## src/rtl/rv_wb_pkg.sv

```systemverilog
// Shared definitions for the register-file writeback block: load kinds,
// writeback buffer depth, retired-write counter width and the buffer entry.
package rv_wb_pkg;

  localparam int WB_FIFO_DEPTH = 2;
  localparam int WB_COUNT_W    = 16;
  localparam int WB_OCC_W      = $clog2(WB_FIFO_DEPTH + 1);

  // Encodings 6 and 7 are reserved and behave like WB_ALU.
  typedef enum logic [2:0] {
    WB_ALU = 3'd0,
    WB_LB  = 3'd1,
    WB_LH  = 3'd2,
    WB_LW  = 3'd3,
    WB_LBU = 3'd4,
    WB_LHU = 3'd5
  } wb_kind_e;

  typedef struct packed {
    logic [4:0]  rd;
    logic [31:0] data;
  } wb_entry_t;

endpackage

```

## src/rtl/rf_writeback_if.sv

```systemverilog
// Writeback request bus: valid/ready handshake plus register index, raw
// data, load kind and the low address bits used for sub-word selection.
interface rf_writeback_if;

  logic        wb_valid;
  logic        wb_ready;
  logic [4:0]  wb_reg;
  logic [31:0] wb_data;
  logic [2:0]  wb_kind;
  logic [1:0]  wb_addr_lo;

  modport master (
    output wb_valid, wb_reg, wb_data, wb_kind, wb_addr_lo,
    input  wb_ready
  );

  modport slave (
    input  wb_valid, wb_reg, wb_data, wb_kind, wb_addr_lo,
    output wb_ready
  );

endinterface

```

## src/rtl/wb_load_align.sv

```systemverilog
// Load formatting: picks the addressed byte/halfword out of the raw load word
// and sign- or zero-extends it. ALU results, LW and reserved kinds pass through.
module wb_load_align
  import rv_wb_pkg::*;
(
  input  logic [31:0] data,
  input  logic [2:0]  kind,
  input  logic [1:0]  addr_lo,
  output logic [31:0] data_fmt
);

  logic [7:0]  byte_sel;
  logic [15:0] half_sel;

  // Lane select followed by extension according to the load kind.
  always_comb begin
    byte_sel = data[7:0];
    case (addr_lo)
      2'd1:    byte_sel = data[15:8];
      2'd2:    byte_sel = data[23:16];
      2'd3:    byte_sel = data[31:24];
      default: byte_sel = data[7:0];
    endcase

    // Halfword lane comes from bit 1 only; a misaligned bit 0 is ignored.
    half_sel = addr_lo[1] ? data[31:16] : data[15:0];

    data_fmt = data;
    case (kind)
      WB_LB:   data_fmt = {{24{byte_sel[7]}}, byte_sel};
      WB_LH:   data_fmt = {{16{half_sel[15]}}, half_sel};
      WB_LBU:  data_fmt = {24'd0, byte_sel};
      WB_LHU:  data_fmt = {16'd0, half_sel};
      default: data_fmt = data;
    endcase
  end

endmodule

```

## src/rtl/rf_writeback.sv

```systemverilog
// Register-file writeback stage. Accepted requests are formatted on entry and
// queued in a two-entry buffer whose head drives the regfile write port.
// The write strobe is the head-valid flag gated by rf_busy, so an entry
// accepted on one edge can be written in the very next cycle, and the strobe
// drops immediately when the regfile reports busy. Writes to x0 are dropped.
// Build option: define RF_WRITEBACK_FWD_EN to enable the forwarding lookup
// (otherwise fwd_hit/fwd_data are constant zero).
module rf_writeback
  import rv_wb_pkg::*;
(
  input  logic                  clk,
  input  logic                  rst,
  rf_writeback_if.slave         wb,
  input  logic                  rf_busy,
  output logic                  rf_write_en,
  output logic [4:0]            rf_write_reg,
  output logic [31:0]           rf_write_data,
  input  logic [4:0]            fwd_reg,
  output logic                  fwd_hit,
  output logic [31:0]           fwd_data,
  output logic [WB_COUNT_W-1:0] wb_count
);

  localparam logic [WB_OCC_W-1:0] OCC_FULL = WB_OCC_W'(WB_FIFO_DEPTH);
  localparam logic [WB_OCC_W-1:0] OCC_ONE  = WB_OCC_W'(1);

  // q[0] is always the head (oldest) entry.
  wb_entry_t            q [WB_FIFO_DEPTH];
  logic [WB_OCC_W-1:0]  occ;
  logic [31:0]          fmt_data;
  wb_entry_t            in_entry;
  logic                 accept;
  logic                 push;
  logic                 pop;

  wb_load_align u_align (
    .data     (wb.wb_data),
    .kind     (wb.wb_kind),
    .addr_lo  (wb.wb_addr_lo),
    .data_fmt (fmt_data)
  );

  assign in_entry      = '{rd: wb.wb_reg, data: fmt_data};
  assign wb.wb_ready   = (occ != OCC_FULL);
  assign accept        = wb.wb_valid & wb.wb_ready;
  assign push          = accept & (wb.wb_reg != 5'd0);
  assign pop           = (occ != '0) & ~rf_busy;

  assign rf_write_en   = pop;
  assign rf_write_reg  = q[0].rd;
  assign rf_write_data = q[0].data;

  // Buffer update: push at the tail, pop by shifting the second slot forward.
  // A push with pop only happens at occupancy 1 since full blocks accept.
  always_ff @(posedge clk or posedge rst) begin
    if (rst) begin
      occ <= '0;
      for (int i = 0; i < WB_FIFO_DEPTH; i++) q[i] <= '0;
    end else begin
      unique case ({push, pop})
        2'b10: begin
          if (occ == '0) q[0] <= in_entry;
          else           q[1] <= in_entry;
          occ <= occ + OCC_ONE;
        end
        2'b01: begin
          if (occ == OCC_FULL) q[0] <= q[1];
          occ <= occ - OCC_ONE;
        end
        2'b11: begin
          if (occ == OCC_FULL) begin
            q[0] <= q[1];
            q[1] <= in_entry;
          end else begin
            q[0] <= in_entry;
          end
        end
        default: ;
      endcase
    end
  end

  // Retired-write counter, wraps naturally at its width.
  always_ff @(posedge clk or posedge rst) begin
    if (rst) wb_count <= '0;
    else if (pop) wb_count <= wb_count + WB_COUNT_W'(1);
  end

`ifdef RF_WRITEBACK_FWD_EN
  // Youngest matching pending entry wins; x0 never forwards.
  always_comb begin
    fwd_hit  = 1'b0;
    fwd_data = '0;
    if (fwd_reg != 5'd0) begin
      if ((occ == OCC_FULL) && (q[1].rd == fwd_reg)) begin
        fwd_hit  = 1'b1;
        fwd_data = q[1].data;
      end else if ((occ != '0) && (q[0].rd == fwd_reg)) begin
        fwd_hit  = 1'b1;
        fwd_data = q[0].data;
      end
    end
  end
`else
  logic unused_fwd_reg;
  assign unused_fwd_reg = ^fwd_reg;
  assign fwd_hit        = 1'b0;
  assign fwd_data       = '0;
`endif

endmodule

```

## src/flat_wrapper.sv

```systemverilog
// flat-port wrapper written by rule: the top's interface ports become plain ports
module rf_writeback_flat import rv_wb_pkg::*;
  (clk, rst, rf_busy, rf_write_en, rf_write_reg, rf_write_data, fwd_reg, fwd_hit, fwd_data, wb_count, wb_wb_valid, wb_wb_reg, wb_wb_data, wb_wb_kind, wb_wb_addr_lo, wb_wb_ready);
  rf_writeback_if wb_i ();
  input  logic clk;
  input  logic rst;
  input  logic rf_busy;
  output logic rf_write_en;
  output logic [4:0] rf_write_reg;
  output logic [31:0] rf_write_data;
  input  logic [4:0] fwd_reg;
  output logic fwd_hit;
  output logic [31:0] fwd_data;
  output logic [WB_COUNT_W-1:0] wb_count;
  input wire logic [$bits(wb_i.wb_valid)-1:0] wb_wb_valid;
  input wire logic [$bits(wb_i.wb_reg)-1:0] wb_wb_reg;
  input wire logic [$bits(wb_i.wb_data)-1:0] wb_wb_data;
  input wire logic [$bits(wb_i.wb_kind)-1:0] wb_wb_kind;
  input wire logic [$bits(wb_i.wb_addr_lo)-1:0] wb_wb_addr_lo;
  output wire logic [$bits(wb_i.wb_ready)-1:0] wb_wb_ready;
  assign wb_i.wb_valid = wb_wb_valid;
  assign wb_i.wb_reg = wb_wb_reg;
  assign wb_i.wb_data = wb_wb_data;
  assign wb_i.wb_kind = wb_wb_kind;
  assign wb_i.wb_addr_lo = wb_wb_addr_lo;
  assign wb_wb_ready = wb_i.wb_ready;
  rf_writeback u_core (.clk(clk), .rst(rst), .wb(wb_i), .rf_busy(rf_busy), .rf_write_en(rf_write_en), .rf_write_reg(rf_write_reg), .rf_write_data(rf_write_data), .fwd_reg(fwd_reg), .fwd_hit(fwd_hit), .fwd_data(fwd_data), .wb_count(wb_count));
endmodule
```

## config.mk

```make
export PLATFORM = sky130hd
export DESIGN_NAME = rf_writeback_flat
export DESIGN_NICKNAME = d
export VERILOG_FILES = /design/src/rtl/rv_wb_pkg.sv /design/src/rtl/rf_writeback_if.sv /design/src/rtl/wb_load_align.sv /design/src/rtl/rf_writeback.sv /design/src/flat_wrapper.sv
export SDC_FILE = /design/constraint.sdc
export NUM_CORES = 1
export LEC_CHECK = 0
export CORE_ASPECT_RATIO = 0.7
export CORE_MARGIN = 2
export CORE_UTILIZATION = 46
export DETAILED_ROUTE_END_ITERATION = 7
export GPL_TIMING_DRIVEN = 0
export HOLD_SLACK_MARGIN = 0.02
export MAX_ROUTING_LAYER = met4
export PLACE_DENSITY = 0.81
export SLEW_MARGIN = 20
export SYNTH_ARGS = -nofsm -noshare
export SYNTH_HDL_FRONTEND = slang
export SYNTH_SLANG_ARGS = --single-unit
```

## constraint.sdc

```tcl
create_clock -name clk -period 3 [get_ports clk]
set_clock_uncertainty 0.05 [all_clocks]
set_input_delay 0.6 -clock clk [delete_from_list [all_inputs] [get_ports clk]]
set_output_delay 0.6 -clock clk [all_outputs]
set_load 0.01 [all_outputs]
```

==> key figures <==
Yosys
  – Post-synth top flop: dfrtp_1
  – Mean Syn Cell Area: 10.18 sq um
  – Cell with the most instances after synthesis: dfrtp_1
  – Register area share after synthesis: 38.73%
  – Post-Synthesis Cells: 584
  – Post-synth top area share: 38.73%
  – Biggest area consumer among synthesized cells: dfrtp_1
  – Top post-synthesis cells by area: dfrtp_1 (39%), buf_4 (9.6%), mux2_2 (5.3%), nor2_1 (4.1%), nand2_1 (3.2%)
  – EDFF count, synth: 0
  – Post-synth top cells: dfrtp_1 (92), buf_4 (76), nor2_1 (65)
  – FF+latch count, synth: 92
  – Ys Warns: 0
  – Post-synth ARST share: 100.0%
  – Synth Cell Area: 0.005944 sq mm
  – Count of different cell masters after synthesis: 58

Routing
  – Post-route ant nets: 0
  – Vias: 5059
  – Post-DR vias/cell: 5.621
  – DRT Pass-1 Iters: 5
  – Drt total wl: 17110 um
  – DRT iter0 DRCs: 419
  – Routed length per instance: 19.01 um
  – Post-route DRC: 0

STA
  – Final hold viol count: 0
  – Tcrit/Tclk final: 99.37%
  – Period minus WS final: 2981 ps
  – Final Max Tran Viols: 0
  – Worst Tran Pin Value: 871.9 ps
  – Final Setup Violations: 0
  – Worst rel slew slack: 40.96%
  – Fin Setup TNS: 0 ps
  – Max Clock Freq: 335.5 MHz

Place
  – HPWL after DPL: 12820 um
  – Gp weighted congestion: 0.9555
  – Placed Area: 0.007312 sq mm
  – PortBufs: 100

Critical path
  – Worst r2r src: u_core.occ[0]
  – Setup slack on the worst flop-to-flop path: 200 ps
  – Slowest-stage cell, CP: or4_1
  – CP Capture Type: flop
  – Buffers & Inverters on Critical Path: 5
  – CP Class: primary input to flop
  – Critical-path cell list: dlygate4sd2_1 -> or4_1 -> o211ai_1 -> buf_4 -> inv_2 -> ha_4 -> mux2_2 -> o22ai_2 -> nor2b_4 -> buf_8 -> bufbuf_16 -> nand3_1 -> o211ai_1
  – Worst EP required: 3220 ps
  – CP max FO: 8
  – CP startpoint kind: primary input
  – Top cell by count, worst path: o211ai_1
  – Worst Setup SP: wb_wb_reg[4]
  – Critical path's largest stage delay: 530 ps
  – CP arrival: 3200 ps
  – Kind of cell adding the most delay to the critical path: buffers and inverters

Floorplanning
  – Starting Density: 47.53%
  – Boundary Pins: 139
  – Cell row count: 34
  – Die area: 0.01386 sq mm
  – Die Width: 139.9 um
  – Die span in y: 99.11 um
  – Core area: 0.01251 sq mm

Run
  – Max Cap Violations: 0

Final layout
  – Design area: 0.007885 sq mm
  – Nets: 789
  – Ant. Diodes: 0
  – Max reg flops: 37
  – Layout cells sized above 1: 30.08%
  – Layout area overhead: 32.65%
  – Most flop-heavy register: u_core.q

Global routing
  – Pin count of the biggest net entering global routing: 36
  – Initial antenna violation count: 0
  – Global route overflow: 0
  – First-pass GRT wire length: 27100 um
  – Vias in the first global route: 4995
  – Gr usage total: 25.79%

Hold path
  – Hold Startpoint: u_core.q[6]
  – Min-Delay Path Class: flop to flop

Clock network
  – Root buf cell: clkbuf_16
  – Worst skew pair latency: 350 ps
  – Htree depth: 3
  – Reg clk slew, reported paths: 70 ps
  – Clk sinks: 92
  – # hold bufs at CTS: 0
  – CTS buffer count: 9
  – CTS tree: yes
  – Max Root-Sink Buffers: 2

Pwr
  – VDD IR-drop max: 0.5319 mV
  – Cell area power density: 875.8 mW/mm^2
  – Leak pwr: 3.447 nW

Outcome
  – Status: complete, no violations
[power breakdown]
group | internal, mW | switching (mW) | total [mW] | leakage (nW)
Sequential | 1.79 | 0.360 | 2.15 | 1.14
Combinational | 1.91 | 1.71 | 3.62 | 2.16
Clock | 0.586 | 0.551 | 1.14 | 0.145
[metal layers]
| metal | vias up | share of wire [%] | global-route usage (%) |
|---|---|---|---|
| met3 | 25 | 7.4 | 3.852 |
| met4 | 0 | 1.3 | 5.692 |
| li1 | 2307 | - | - |
| met5 | - | 0 | - |
| met2 | 234 | 49 | 41.95 |
| met1 | 2493 | 42 | 34.69 |
[cells by family (layout without fill, tap and decap cells)]
| kind of cell | count (synthesis) | in the layout | share of synthesized area, % |
|---|---|---|---|
| muxes | 52 | 52 | 11.79 |
| xor gates and xnor gates | 20 | 20 | 2.947 |
| other | 1 | 33 | 0.06308 |
| adders and majority gates | 5 | 5 | 1.052 |
| DFF | 92 | 92 | 38.73 |
| and+or+nand+nor | 170 | 170 | 13.03 |
| AOI/OAI and AO/OA | 125 | 125 | 19.39 |
| buffers and inverters | 119 | 241 | 13.01 |
[final cells by class]
| class | count | area [sq um] |
|---|---|---|
| Clock inverter | 7 | 71.32 |
| Fill cell | 995 | 4622 |
| Inverter | 7 | 30.03 |
| Multi-Input combinational cell | 405 | 3151 |
| Timing Repair Buffer | 107 | 1095 |
| Clock buffer | 9 | 225.2 |
| Sequential cell | 92 | 2302 |
| Buffer | 111 | 808.3 |
| Tap cell | 162 | 202.7 |
[per-stage QoR]
step	total power, mW	worst slack [ps]	utilization, %	hold slack, ps	instances
floorplan	4.135	99.87	-	398.4	616
global placement	5.212	-783.6	58.14	405.7	878
detailed placement	5.396	-980.9	58.46	419.1	880
CTS	6.796	41.03	62.36	434.5	899
global route	7.322	-53.63	63.05	466.9	900
finish	6.906	19.00	63.05	433.8	900
[worst reg2reg max path: cells and delay by family (launching register included)]
family          cells  cell delay, ps
compound gates      3             380
fa+ha+maj           1             170
buf+inv             6            1080
flops               1             330
mux                 1             280
simple gates        3             440
[repair_timing]
action,4_1_cts,5_1_grt
pin swaps,1,2
gates cloned,1,0
gates resized for setup,43,18
setup buffers,3,1
endpoints found under the setup margin,74,72
[layout by cell type, fill, tap and decap left out, types with 7 or more instances in the layout]
| master | netlist | routed |
|---|---|---|
| a2111oi_2 | 6 | 7 |
| a221oi_1 | 18 | 12 |
| a221oi_2 | 10 | 13 |
| a22oi_1 | 7 | 7 |
| and2_1 | 7 | 7 |
| buf_2 | 17 | 10 |
| buf_4 | 76 | 84 |
| clkbuf_1 | 12 | 7 |
| clkbuf_16 | 0 | 9 |
| clkdlybuf4s50_1 | 0 | 96 |
| conb_1 | 1 | 33 |
| dfrtp_1 | 92 | 92 |
| mux2_2 | 28 | 28 |
| mux2_4 | 9 | 9 |
| mux2i_1 | 7 | 7 |
| mux4_2 | 8 | 8 |
| nand2_1 | 51 | 50 |
| nand3_1 | 16 | 16 |
| nor2_1 | 65 | 65 |
| o211ai_1 | 9 | 9 |
| o21a_1 | 7 | 7 |
| o21ai_0 | 11 | 11 |
| o2bb2ai_2 | 10 | 10 |
| o311ai_1 | 6 | 7 |
| xnor2_1 | 12 | 12 |
| xor2_1 | 8 | 8 |
[final timing paths]
kind | endpoint | cells after the start
worst max-delay path | u_core.rf_write_data[13] | 13
worst min-delay path | u_core.q[6] | 2
worst max register to register | u_core.rf_write_data[13] | 14
worst min register to register | u_core.q[6] | 2
max in group asynchronous | u_core.q[28] | 3
min in group asynchronous | u_core.wb_count[1] | 2
Note: power is estimated with default switching activity, not from simulation.
